File: src/rtl/eic_io_controller_if.sv
// eic_io_controller_if: IO-bus and interrupt-request signals between the core and the
// external interrupt controller.
//   master - core side: drives IO strobes and write data, receives read data and Req/Id.
//   slave  - controller side: the reverse.
interface eic_io_controller_if;
    logic        IO_EnR;     // IO read strobe
    logic        IO_EnW;     // IO write strobe
    logic [31:0] IO_DataW;   // write data, valid while IO_EnW=1
    logic [31:0] IO_DataR;   // registered read data
    logic        EIC_I_Req;  // registered interrupt request
    logic        EIC_I_Id;   // registered source id, 0 = Irq_In[0]

    modport master (
        output IO_EnR,
        output IO_EnW,
        output IO_DataW,
        input  IO_DataR,
        input  EIC_I_Req,
        input  EIC_I_Id
    );

    modport slave (
        input  IO_EnR,
        input  IO_EnW,
        input  IO_DataW,
        output IO_DataR,
        output EIC_I_Req,
        output EIC_I_Id
    );
endinterface

File: src/rtl/eic_io_controller.sv
// eic_io_controller: device-side end of the core's IO and external-interrupt interface.
// Two asynchronous interrupt lines are synchronized, their rising edges latched as
// pending, arbitrated (source 0 first) and presented as one stable Req/Id pair.
// IO writes carry clear/enable/set commands; IO reads return a status snapshot.
// Ports:
//   Sys_Clock - system clock, rising edge
//   Sys_Reset - synchronous active-high reset
//   Irq_In    - asynchronous active-high device interrupt lines
//   bus       - slave side of eic_io_controller_if (IO strobes, data, Req/Id)
module eic_io_controller #(
    parameter int unsigned SYNC_STAGES  = 2,
    parameter logic [1:0]  RESET_ENABLE = 2'b00,
    parameter int unsigned GAP_CYCLES   = 1
) (
    input  logic                      Sys_Clock,
    input  logic                      Sys_Reset,
    input  logic [1:0]                Irq_In,
    eic_io_controller_if.slave        bus
);

    typedef enum logic [1:0] {
        StIdle   = 2'd0,
        StAssert = 2'd1,
        StGap    = 2'd2
    } state_e;

    localparam logic [3:0] GapLoad = 4'(GAP_CYCLES - 1);

    logic [SYNC_STAGES-1:0][1:0] sync_q, sync_d;
    logic [1:0]  delay_q, delay_d;
    logic [1:0]  pending_q, pending_d;
    logic [1:0]  overrun_q, overrun_d;
    logic [1:0]  enable_q, enable_d;
    logic [31:0] data_r_q, data_r_d;

    state_e      state_q;
    logic        req_q;
    logic        id_q;
    logic [3:0]  gap_q;

    logic [1:0]  sync_last;
    logic [1:0]  irq_edge;
    logic [1:0]  clr_cmd;
    logic [1:0]  set_cmd;
    logic [1:0]  active;
    logic [31:0] rd_word;
    logic        unused_dataw;

    assign sync_last = sync_q[SYNC_STAGES-1];
    assign irq_edge  = sync_last & ~delay_q;
    assign active    = pending_q & enable_q;

    // Only the command fields of the write word are decoded.
    assign unused_dataw = ^{bus.IO_DataW[31:26], bus.IO_DataW[23:18],
                            bus.IO_DataW[15:9], bus.IO_DataW[7:2]};

    always_comb begin
        sync_d  = {sync_q[SYNC_STAGES-2:0], Irq_In};
        delay_d = sync_last;

        clr_cmd = bus.IO_EnW ? bus.IO_DataW[1:0]   : 2'b00;
        set_cmd = bus.IO_EnW ? bus.IO_DataW[25:24] : 2'b00;

        // Edge or SET wins over CLR for Pending; CLR always wins for Overrun.
        pending_d = (pending_q & ~clr_cmd) | irq_edge | set_cmd;
        overrun_d = (overrun_q | (irq_edge & pending_q)) & ~clr_cmd;

        enable_d = enable_q;
        if (bus.IO_EnW && bus.IO_DataW[8]) begin
            enable_d = bus.IO_DataW[17:16];
        end

        rd_word        = '0;
        rd_word[1:0]   = pending_q;
        rd_word[9:8]   = overrun_q;
        rd_word[17:16] = enable_q;
        rd_word[25:24] = sync_last;
        rd_word[29:28] = state_q;
        rd_word[31]    = req_q;

        data_r_d = bus.IO_EnR ? rd_word : data_r_q;
    end

    always_ff @(posedge Sys_Clock) begin
        if (Sys_Reset) begin
            sync_q    <= '0;
            delay_q   <= '0;
            pending_q <= '0;
            overrun_q <= '0;
            enable_q  <= RESET_ENABLE;
            data_r_q  <= '0;
        end else begin
            sync_q    <= sync_d;
            delay_q   <= delay_d;
            pending_q <= pending_d;
            overrun_q <= overrun_d;
            enable_q  <= enable_d;
            data_r_q  <= data_r_d;
        end
    end

    // Request FSM. Id is latched on entry to StAssert and never re-arbitrated until
    // the granted source goes inactive; StGap enforces a minimum Req-low interval.
    always_ff @(posedge Sys_Clock) begin
        if (Sys_Reset) begin
            state_q <= StIdle;
            req_q   <= 1'b0;
            id_q    <= 1'b0;
            gap_q   <= '0;
        end else begin
            case (state_q)
                StIdle: begin
                    if (active != 2'b00) begin
                        state_q <= StAssert;
                        req_q   <= 1'b1;
                        id_q    <= ~active[0];
                    end
                end
                StAssert: begin
                    if (!active[id_q]) begin
                        state_q <= StGap;
                        req_q   <= 1'b0;
                        gap_q   <= GapLoad;
                    end
                end
                StGap: begin
                    if (gap_q == 4'd0) begin
                        state_q <= StIdle;
                    end else begin
                        gap_q <= gap_q - 4'd1;
                    end
                end
                default: begin
                    state_q <= StIdle;
                    req_q   <= 1'b0;
                end
            endcase
        end
    end

    assign bus.IO_DataR  = data_r_q;
    assign bus.EIC_I_Req = req_q;
    assign bus.EIC_I_Id  = id_q;

endmodule

File: src/flat_wrapper.sv
// flat-port wrapper written by rule: the top's interface ports become plain ports
module eic_io_controller_flat 
#(
    parameter int unsigned SYNC_STAGES  = 2,
    parameter logic [1:0]  RESET_ENABLE = 2'b00,
    parameter int unsigned GAP_CYCLES   = 1
)
  (Sys_Clock, Sys_Reset, Irq_In, bus_IO_EnR, bus_IO_EnW, bus_IO_DataW, bus_IO_DataR, bus_EIC_I_Req, bus_EIC_I_Id);
  eic_io_controller_if bus_i ();
  input  logic Sys_Clock;
  input  logic Sys_Reset;
  input  logic [1:0] Irq_In;
  input wire logic [$bits(bus_i.IO_EnR)-1:0] bus_IO_EnR;
  input wire logic [$bits(bus_i.IO_EnW)-1:0] bus_IO_EnW;
  input wire logic [$bits(bus_i.IO_DataW)-1:0] bus_IO_DataW;
  output wire logic [$bits(bus_i.IO_DataR)-1:0] bus_IO_DataR;
  output wire logic [$bits(bus_i.EIC_I_Req)-1:0] bus_EIC_I_Req;
  output wire logic [$bits(bus_i.EIC_I_Id)-1:0] bus_EIC_I_Id;
  assign bus_i.IO_EnR = bus_IO_EnR;
  assign bus_i.IO_EnW = bus_IO_EnW;
  assign bus_i.IO_DataW = bus_IO_DataW;
  assign bus_IO_DataR = bus_i.IO_DataR;
  assign bus_EIC_I_Req = bus_i.EIC_I_Req;
  assign bus_EIC_I_Id = bus_i.EIC_I_Id;
  eic_io_controller #(.SYNC_STAGES(SYNC_STAGES), .RESET_ENABLE(RESET_ENABLE), .GAP_CYCLES(GAP_CYCLES)) u_core (.Sys_Clock(Sys_Clock), .Sys_Reset(Sys_Reset), .Irq_In(Irq_In), .bus(bus_i));
endmodule
File: config.mk
export PLATFORM = sky130hd
export DESIGN_NAME = eic_io_controller_flat
export DESIGN_NICKNAME = d
export VERILOG_FILES = /design/src/rtl/eic_io_controller_if.sv /design/src/rtl/eic_io_controller.sv /design/src/flat_wrapper.sv
export SDC_FILE = /design/constraint.sdc
export NUM_CORES = 1
export LEC_CHECK = 0
export CAP_MARGIN = 15
export CORE_ASPECT_RATIO = 0.7
export CORE_UTILIZATION = 45
export CTS_CLUSTER_SIZE = 25
export DETAILED_ROUTE_END_ITERATION = 10
export DONT_BUFFER_PORTS = 1
export SLEW_MARGIN = 20
export SYNTH_ARGS = -nofsm -noshare
export SYNTH_HDL_FRONTEND = slang
export SYNTH_SLANG_ARGS = --single-unit
File: constraint.sdc
create_clock -name Sys_Clock -period 2.9 [get_ports Sys_Clock]
set_input_delay 0.435 -clock Sys_Clock [delete_from_list [all_inputs] [get_ports Sys_Clock]]
set_output_delay 0.435 -clock Sys_Clock [all_outputs]
set_load 0.02 [all_outputs]
* Word-level counts from Yosys, hierarchy flattened
Cells that the tools add are included.
Word-level totals: flip-flop bits (word level) 31
Cells by class: bitwise logic cells 12, multiplexer cells 14, add/sub/neg operators 1, equality and inequality tests 6, reduce and logical (&&, ||, !) cells 9, $lt $le $gt $ge 1
Operators by type and width (number):
- bitwise AND 2 bit | 5
- two-way mux 2 bit | 5
- AND reduction 3 bit | 3
- two-way mux 4 bit | 2
- case mux 4 bit (2 select lines) | 1
- bitwise OR 2 bit | 3
- case mux 2 bit (3 select lines) | 1
- zero test 4 bit | 1
- two-way mux 1 bit | 4
- != test 2 x 1 -> 1 bit, second input constant | 2
- != test 2 bit, second input constant | 2
- inverter 2 bit | 2
- nonzero test 2 bit | 2
- subtractor 4 x 1 -> 4 bit, second input constant | 1
- case mux 1 bit (3 select lines) | 1
- equality test 2 x 1 -> 1 bit, second input constant | 1
- equality test 2 bit, second input constant | 1
- zero test 2 bit | 1
- < comparator 1 x 2 -> 1 bit, second input constant | 1
- inverter 1 bit | 2
- AND reduction 2 bit | 1
- logical AND 1 bit | 1

* Logic depth before layout (Yosys ltp)
Gate-level depths: netlist of the first run.
depth in word-level cells 5, mapped depth 6, mapped depth without buffers 6

* Worst setup path after synthesis of the first run
No wires, ideal clock.
path kind register to register, start reg u_core.state_q[1], end reg u_core.gap_q[0], clock period less this slack 1.465 ns, setup time 0.087 ns, setup slack 1.435 ns, arrival time 1.377 ns, stages on the path, launching flop included 7, cell sequence dfxtp_1 inv_1 ha_1 nand4b_1 nand3_2 or4_1 o31ai_1
On the way: longest elaborated chain between the ends 3, elaborated cells between the ends (all ways) 7
RTL lines:
- start, declared | RTL line eic_io_controller.sv:36 | state_e state_q;
- start signal, assigned | RTL line eic_io_controller.sv:106 | state_q <= StIdle;
- start signal, assigned | RTL line eic_io_controller.sv:114 | state_q <= StAssert;
- start signal, assigned | RTL line eic_io_controller.sv:121 | state_q <= StGap;
- equality test 2 bit / equality test 2 x 1 -> 1 bit (equally long branches) | RTL line eic_io_controller.sv:111 | case (state_q)
- != test 2 bit (no source line) / nonzero test 2 bit (equally long branches)
- AND reduction 3 bit (no source line)
- end signal, assigned | RTL line eic_io_controller.sv:123 | gap_q <= GapLoad;
- end signal, assigned | RTL line eic_io_controller.sv:130 | gap_q <= gap_q - 4'd1;
- end, declared | RTL line eic_io_controller.sv:39 | logic [3:0] gap_q;
Several ways; a longest one is shown, not always the timed one. A chain may end at the register's enable or synchronous reset.

* Worst setup path after layout of the first run
Same ends and word-level chain as after synthesis.

==> impl_metrics.csv, run 1 <==
group,metric,value,unit
outcome,status,"finished clean",
setup_path,startpoint,"u_core.state_q[1]$_SDFFE_PP0P_",
yosys,ys.flop_type,"dfxtp_1",
power_and_ir_drop,leakagePower,0.630,nW
sta,skew,0.00240,ns
drt,drc,0,
placement,port_buffers,0,
sta,drv_slew,0,
sta,period_minus_slack,1.66,ns
cells_and_area,n_antenna_cell,0,
floorplanning,die_area,3410,sq um
sta,report.final.setup_viol,0,
floorplanning,dieHeight,49.2,um
yosys,synth.cell_area,1430,sq um
floorplanning,initial_core_util,0.493,
yosys,postSynthCellCount,152,
grt,gr-total-overflow,0,
setup_path,crit_fanout,7,
cells_and_area,regArea,621,sq um
setup_path,crit_required,3.09,ns
clock_network,postCtsHoldBufs,0,
placement,dp_hpwl,1.76,mm
clock_network,htree_levels,2,
setup_path,rrSetupSlack,1.24,ns
yosys,avgSynthCellArea,9.41,sq um
yosys,ys_warn_count,0,
grt,antenna_found_initial,0,
clock_network,clock_sinks,31,
grt,grt_pass1_vias,940,
job,drv_cap,0,
sta,tns,0,ns
yosys,synth_top_family_by_area,"simple AND/OR/NAND/NOR gates",
clock_network,numCtsBuffers,5,
cells_and_area,syn_to_final_growth,3.15,%
yosys,ys_seq_area_frac,0.434,
sta,timing_hold_violations_final,0,
min_path,min_path_type,"in -> reg",
yosys,synth_compound_area_frac,0.0787,
clock_network,cts_tree,"done",
setup_path,reg2reg_depth,6,
floorplanning,core_area,2900,sq um
drt,routed_wl,2.51,mm
setup_path,worstSetupPathType,"reg -> reg",
sta,clock.fmax,604,MHz
drt,final_antenna_net_count,0,
yosys,synth_edf_count,0,
sta,fin_crit_sh,0.571,
cells_and_area,fillCellCount,283,
clock_network,cts_resized,0,
grt,grt_pass1_wl,4.18,mm
cells_and_area,drive_above_1_share,0.0710,
drt,vias,944,
power_and_ir_drop,irDropWorstVdd,0.378,mV
clock_network,cts_setup_buffers,0,
floorplanning,ios,72,
grt,grt_max_degree,36,
yosys,ys_types,32,
power_and_ir_drop,powerDensity,697,nW/um^2
clock_network,worstSkewPairLatency,0.27,ns
cells_and_area,multi_input_area,679,sq um
setup_path,r2r-end,"u_core.gap_q[0]$_SDFFE_PP0P_",
setup_path,crit_arrival,1.85,ns
yosys,yosys.area_share.adder,0.0437,
drt,firstDrtPassIters,4,
cells_and_area,nets,197,
sta,rsz0062_at_grt,"false",
yosys,synthXorXnorAreaFrac,0,
yosys,synth-simple-area-share,0.192,
drt,drt_iter0_drc,48,
clock_network,path_clk_slew,0.06,ns
yosys,async_flop_share,0,
placement,place.gp.congestion,0.675,
drt,routedWlPerCell,13.1,um
setup_path,startpoint_type,"register",
setup_path,worst_setup_path_end_kind,"register",
clock_network,clock_path_buffers,2,
setup_path,cp-endpoint,"u_core.gap_q[0]$_SDFFE_PP0P_",
floorplanning,rows,16,
drt,vias_per_cell,4.94,
setup_path,timing.rr.start,"u_core.state_q[1]$_SDFFE_PP0P_",
yosys,ys_ff_latch,31,
yosys,muxShareOfSynthArea,0.105,
sta,setup_slack,1.24,ns
grt,track_usage,0.163,
clock_network,cts-root-buf,"clkbuf_8",
floorplanning,die_x,69.4,um
placement,post-place-ws,1.25,ns
[worst max-delay path: stages (launching register included)]
cell      delay (ns)
dfxtp_1         0.39
inv_1           0.10
ha_1            0.20
nand4b_1        0.13
nand3_2         0.16
or4_1           0.51
o31ai_1         0.08
[sequential cells by signal, indices dropped and copies added, names as in the netlist]
register	flops
u_core.delay_d	2
u_core.enable_q	2
u_core.sync_d	2
u_core.bus.IO_DataR	11
u_core.bus.EIC_I_Id	1
u_core.gap_q	4
u_core.pending_q	2
u_core.bus.EIC_I_Req	1
u_core.delay_q	2
u_core.state_q	2
u_core.overrun_q	2
[power breakdown]
group          internal (mW)  switching, mW  total, mW
Sequential             0.455         0.0432      0.498
Combinational         0.0633          0.104      0.167
Clock                  0.216          0.147      0.363
[worst min path at each step]
stage,cells past startpoint,to,slack (ns),startpoint
finish,1,u_core.gap_q[3]$_SDFFE_PP0P_,0.23,Sys_Reset
global route,1,u_core.bus.IO_DataR[1]$_SDFFE_PP0P_,0.21,Sys_Reset
CTS,1,u_core.sync_d[3]$_SDFF_PP0_,0.22,Sys_Reset
detailed placement,1,u_core.delay_d[1]$_SDFF_PP0_,0.42,u_core.sync_d[3]$_SDFF_PP0_
global placement,1,u_core.delay_d[1]$_SDFF_PP0_,0.42,u_core.sync_d[3]$_SDFF_PP0_
floorplan,1,u_core.delay_d[0]$_SDFF_PP0_,0.41,u_core.sync_d[2]$_SDFF_PP0_
[placed cells by master (no fill, tap or decap), types with 2 or more instances in the layout]
master / instances
dfxtp_1: 31
conb_1: 21
nor2_1: 16
mux2i_1: 15
inv_1: 8
nor2b_1: 8
nand2_1: 7
clkbuf_8: 7
nand2b_1: 6
a21oi_1: 6
ha_1: 5
or4_1: 2
o31ai_1: 2
nand3_1: 2
nor3b_1: 2
a221oi_1: 2
[per-stage QoR]
stage,instances,hold slack (ns),area (sq um),util,power (mW)
floorplan,172,0.414,1510,-,0.671
global placement,183,0.420,1380,0.474,0.667
detailed placement,183,0.422,1380,0.474,0.674
CTS,191,0.215,1480,0.508,1.04
global route,191,0.212,1480,0.508,1.09
finish,191,0.227,1480,0.508,1.03
[cells in the mapped netlist, types with 2 or more instances]
library cell  number  area [sq um]
dfxtp_1           31           621
buf_4             21           158
a21oi_1            6          30.0
ha_1               5          62.6
clkbuf_1           2          7.51
nor3b_1            2          15.0
nand2b_1           6          37.5
nor2b_1            8          50.1
nor2_1            16          60.1
buf_2              2          10.0
o31ai_1            2          15.0
nand3_1            2          10.0
mux2i_1           15           150
or4_1              2          15.0
inv_1              8          30.0
a221oi_1           2          17.5
nand2_1            7          26.3
[cells by family after synthesis]
logic type | Yosys count
and+or+nand+nor | 51
DFF | 31
other | 1
muxes | 15
buffers and inverters | 33
adders and majority gates | 5
AOI/OAI and AO/OA | 16
[routing by layer]
layer  global-route usage  up-vias  part of all wire
li1                     -      473                 -
met1                0.190      428              0.50
met2                0.262       41              0.42
met3               0.0764        2             0.077
met4               0.0612        0            0.0040
met5                    0        -                 0
[area by class of cell]
type / count / share of cell area
inverter: 8 / 0.0204
sequential: 31 / 0.421
clock buffer: 8 / 0.0679
tap: 36 / 0.0305
multi-input combinational: 108 / 0.461
Note: power is estimated with default switching activity, not from simulation.
==> run 2, diff against run 1 <==
- clock period: 2.9 -> 1.4 ns (I/O delays scaled with it)
==> impl_metrics.csv, run 2 (synthesis gave the netlist of run 1 again) <==
group,metric,value,unit
cells_and_area,syn_to_final_growth,19.2,%
sta,period_minus_slack,1.52,ns
placement,dp.cells,194,
clock_network,path_clk_slew,0.06,ns
sta,worst_pin_slew,0.560,ns
cells_and_area,largest_register_ffs,11,
clock_network,clock_sinks,31,
clock_network,cts_tree,"done",
drt,final_antenna_net_count,0,
outcome,violations,"setup timing",
min_path,hold_path_startpoint,"Sys_Reset",
power_and_ir_drop,irDropWorstVdd,0.691,mV
min_path,min_path_type,"in -> reg",
placement,place.gp.congestion,0.689,
setup_path,timing.rr.start,"u_core.state_q[0]$_SDFFE_PP0P_",
outcome,status,"complete, but fails checks",
setup_path,crit_required,1.58,ns
grt,gr-total-overflow,0,
grt,track_usage,0.169,
drt,drc,0,
setup_path,cp-endpoint,"u_core.gap_q[1]$_SDFFE_PP0P_",
cells_and_area,drive_above_1_share,0.246,
setup_path,crit_arrival,1.70,ns
cells_and_area,regArea,628,sq um
floorplanning,rows,16,
drt,vias_per_cell,4.89,
sta,report.final.setup_viol,7,
sta,hold_slack,0.0101,ns
setup_path,worstSetupPathType,"reg -> reg",
cells_and_area,fillCellCount,255,
floorplanning,core_area,2900,sq um
sta,setup_slack,-0.124,ns
grt,grt_pass1_wl,4.44,mm
sta,skew,0.00334,ns
floorplanning,ios,72,
clock_network,numCtsBuffers,5,
power_and_ir_drop,leakagePower,0.731,nW
cells_and_area,final_cell_mix,"dfxtp_1, conb_1, nor2_1, buf_4, mux2i_1",
drt,routed_wl,2.77,mm
floorplanning,dieHeight,49.2,um
sta,timing_hold_violations_final,0,
setup_path,reg2reg_depth,5,
cells_and_area,fin_cells,211,
power_and_ir_drop,powerDensity,1340,nW/um^2
drt,drt_iter0_drc,21,
cells_and_area,nets,218,
job,drv_cap,0,
cells_and_area,final_common_cell,"dfxtp_1",
setup_path,slowest_delay,0.49,ns
grt,antenna_found_initial,0,
cells_and_area,n_antenna_cell,0,
placement,dp_hpwl,1.82,mm
sta,fin_crit_sh,1.09,
setup_path,worstPathCellList,"inv_2, ha_1, nand3_4, or4_4, o31ai_2",
setup_path,startpoint,"u_core.state_q[0]$_SDFFE_PP0P_",
floorplanning,die_area,3410,sq um
cells_and_area,multi_input_area,743,sq um
setup_path,startpoint_type,"register",
grt,grt_pass1_vias,1007,
grt,grt_max_degree,32,
setup_path,crit_fanout,5,
clock_network,cts-root-buf,"clkbuf_8",
clock_network,clock_path_buffers,2,
setup_path,worst_setup_path_end_kind,"register",
clock_network,htree_levels,2,
drt,vias,1032,
sta,rsz0062_at_grt,"true",
sta,slew_headroom,0.625,
setup_path,rrSetupSlack,-0.12,ns
floorplanning,die_x,69.4,um
floorplanning,initial_core_util,0.493,
setup_path,r2r-end,"u_core.gap_q[1]$_SDFFE_PP0P_",
drt,firstDrtPassIters,4,
clock_network,worstSkewPairLatency,0.27,ns
drt,routedWlPerCell,13.1,um
cells_and_area,post-route-util,0.588,
sta,drv_slew,0,
placement,port_buffers,0,
sta,clock.fmax,656,MHz
setup_path,slowest_stage,"or4_4",
## run 2: cell types whose count changed in the layout (fill, tap and decap cells not counted), sizes merged
cell and change:
buf +17, dlygate4sd3 +4, clkbuf -2, clkinv +1
## run 2: metrics by stage
| stage | total power, mW | area [sq um] | setup slack [ns] | TNS, ns |
|---|---|---|---|---|
| global route | 2.42 | 1710 | -0.169 | -0.872 |
| global placement | 1.45 | 1480 | -0.0770 | -0.151 |
| CTS | 2.22 | 1650 | -0.0973 | -0.193 |
| detailed placement | 1.47 | 1480 | -0.129 | -0.248 |
| floorplan | 1.40 | 1530 | -0.0280 | -0.0502 |
| finish | 2.28 | 1710 | -0.124 | -0.375 |
## run 2: area by class of cell
| class | instances | area share |
|---|---|---|
| Clock inverter | 1 | 0.00293 |
| Clock buffer | 6 | 0.0484 |
| Sequential cell | 31 | 0.368 |
| Tap cell | 36 | 0.0264 |
| Timing Repair Buffer | 21 | 0.101 |
| Multi-Input combinational cell | 108 | 0.436 |
| Inverter | 8 | 0.0176 |
## run 2: how the worst min path moves through the flow
stage,slack [ns],endpoint,cells past startpoint
6_report,0.01,u_core.bus.IO_DataR[29]$_SDFFE_PP0P_,1
5_1_grt,0.0009,u_core.bus.IO_DataR[24]$_SDFFE_PP0P_,1
4_1_cts,0.00001,u_core.bus.IO_DataR[8]$_SDFFE_PP0P_,1
3_5_place_dp,0.29,u_core.delay_d[0]$_SDFF_PP0_,1
3_3_place_gp,0.29,u_core.delay_d[0]$_SDFF_PP0_,1
2_1_floorplan,0.34,u_core.sync_d[2]$_SDFF_PP0_,1
## run 2: critical path, delay by kind of cell (launching register included)
kind / cells / cell delay (ns)
compound gates: 1 / 0.08
fa+ha+maj: 1 / 0.33
buf+inv: 1 / 0.06
flops: 1 / 0.38
simple gates: 2 / 0.60
## run 2: timing repair
action                     CTS  global route
buffers inserted             5             2
hold buffers                 2             2
gates resized for setup      7             5
hold endpoints to repair     5            14
pin swaps                    3             2
setup endpoints to repair    5             7
## run 2: power breakdown
group          switching, mW  internal [mW]  leakage, nW
Clock                  0.292          0.385       0.0470
Combinational          0.295          0.267        0.430
Sequential            0.0903          0.950        0.255
## run 2: per-layer routing
layer  part of all wire  wire [um]  vias up  GRT usage
met5                  0          0        -          0
met2               0.46       1270       43      0.269
met4             0.0043         12        0     0.0510
li1                   -          -      511          -
met3              0.070        195        2     0.0744
met1               0.47       1290      476      0.206
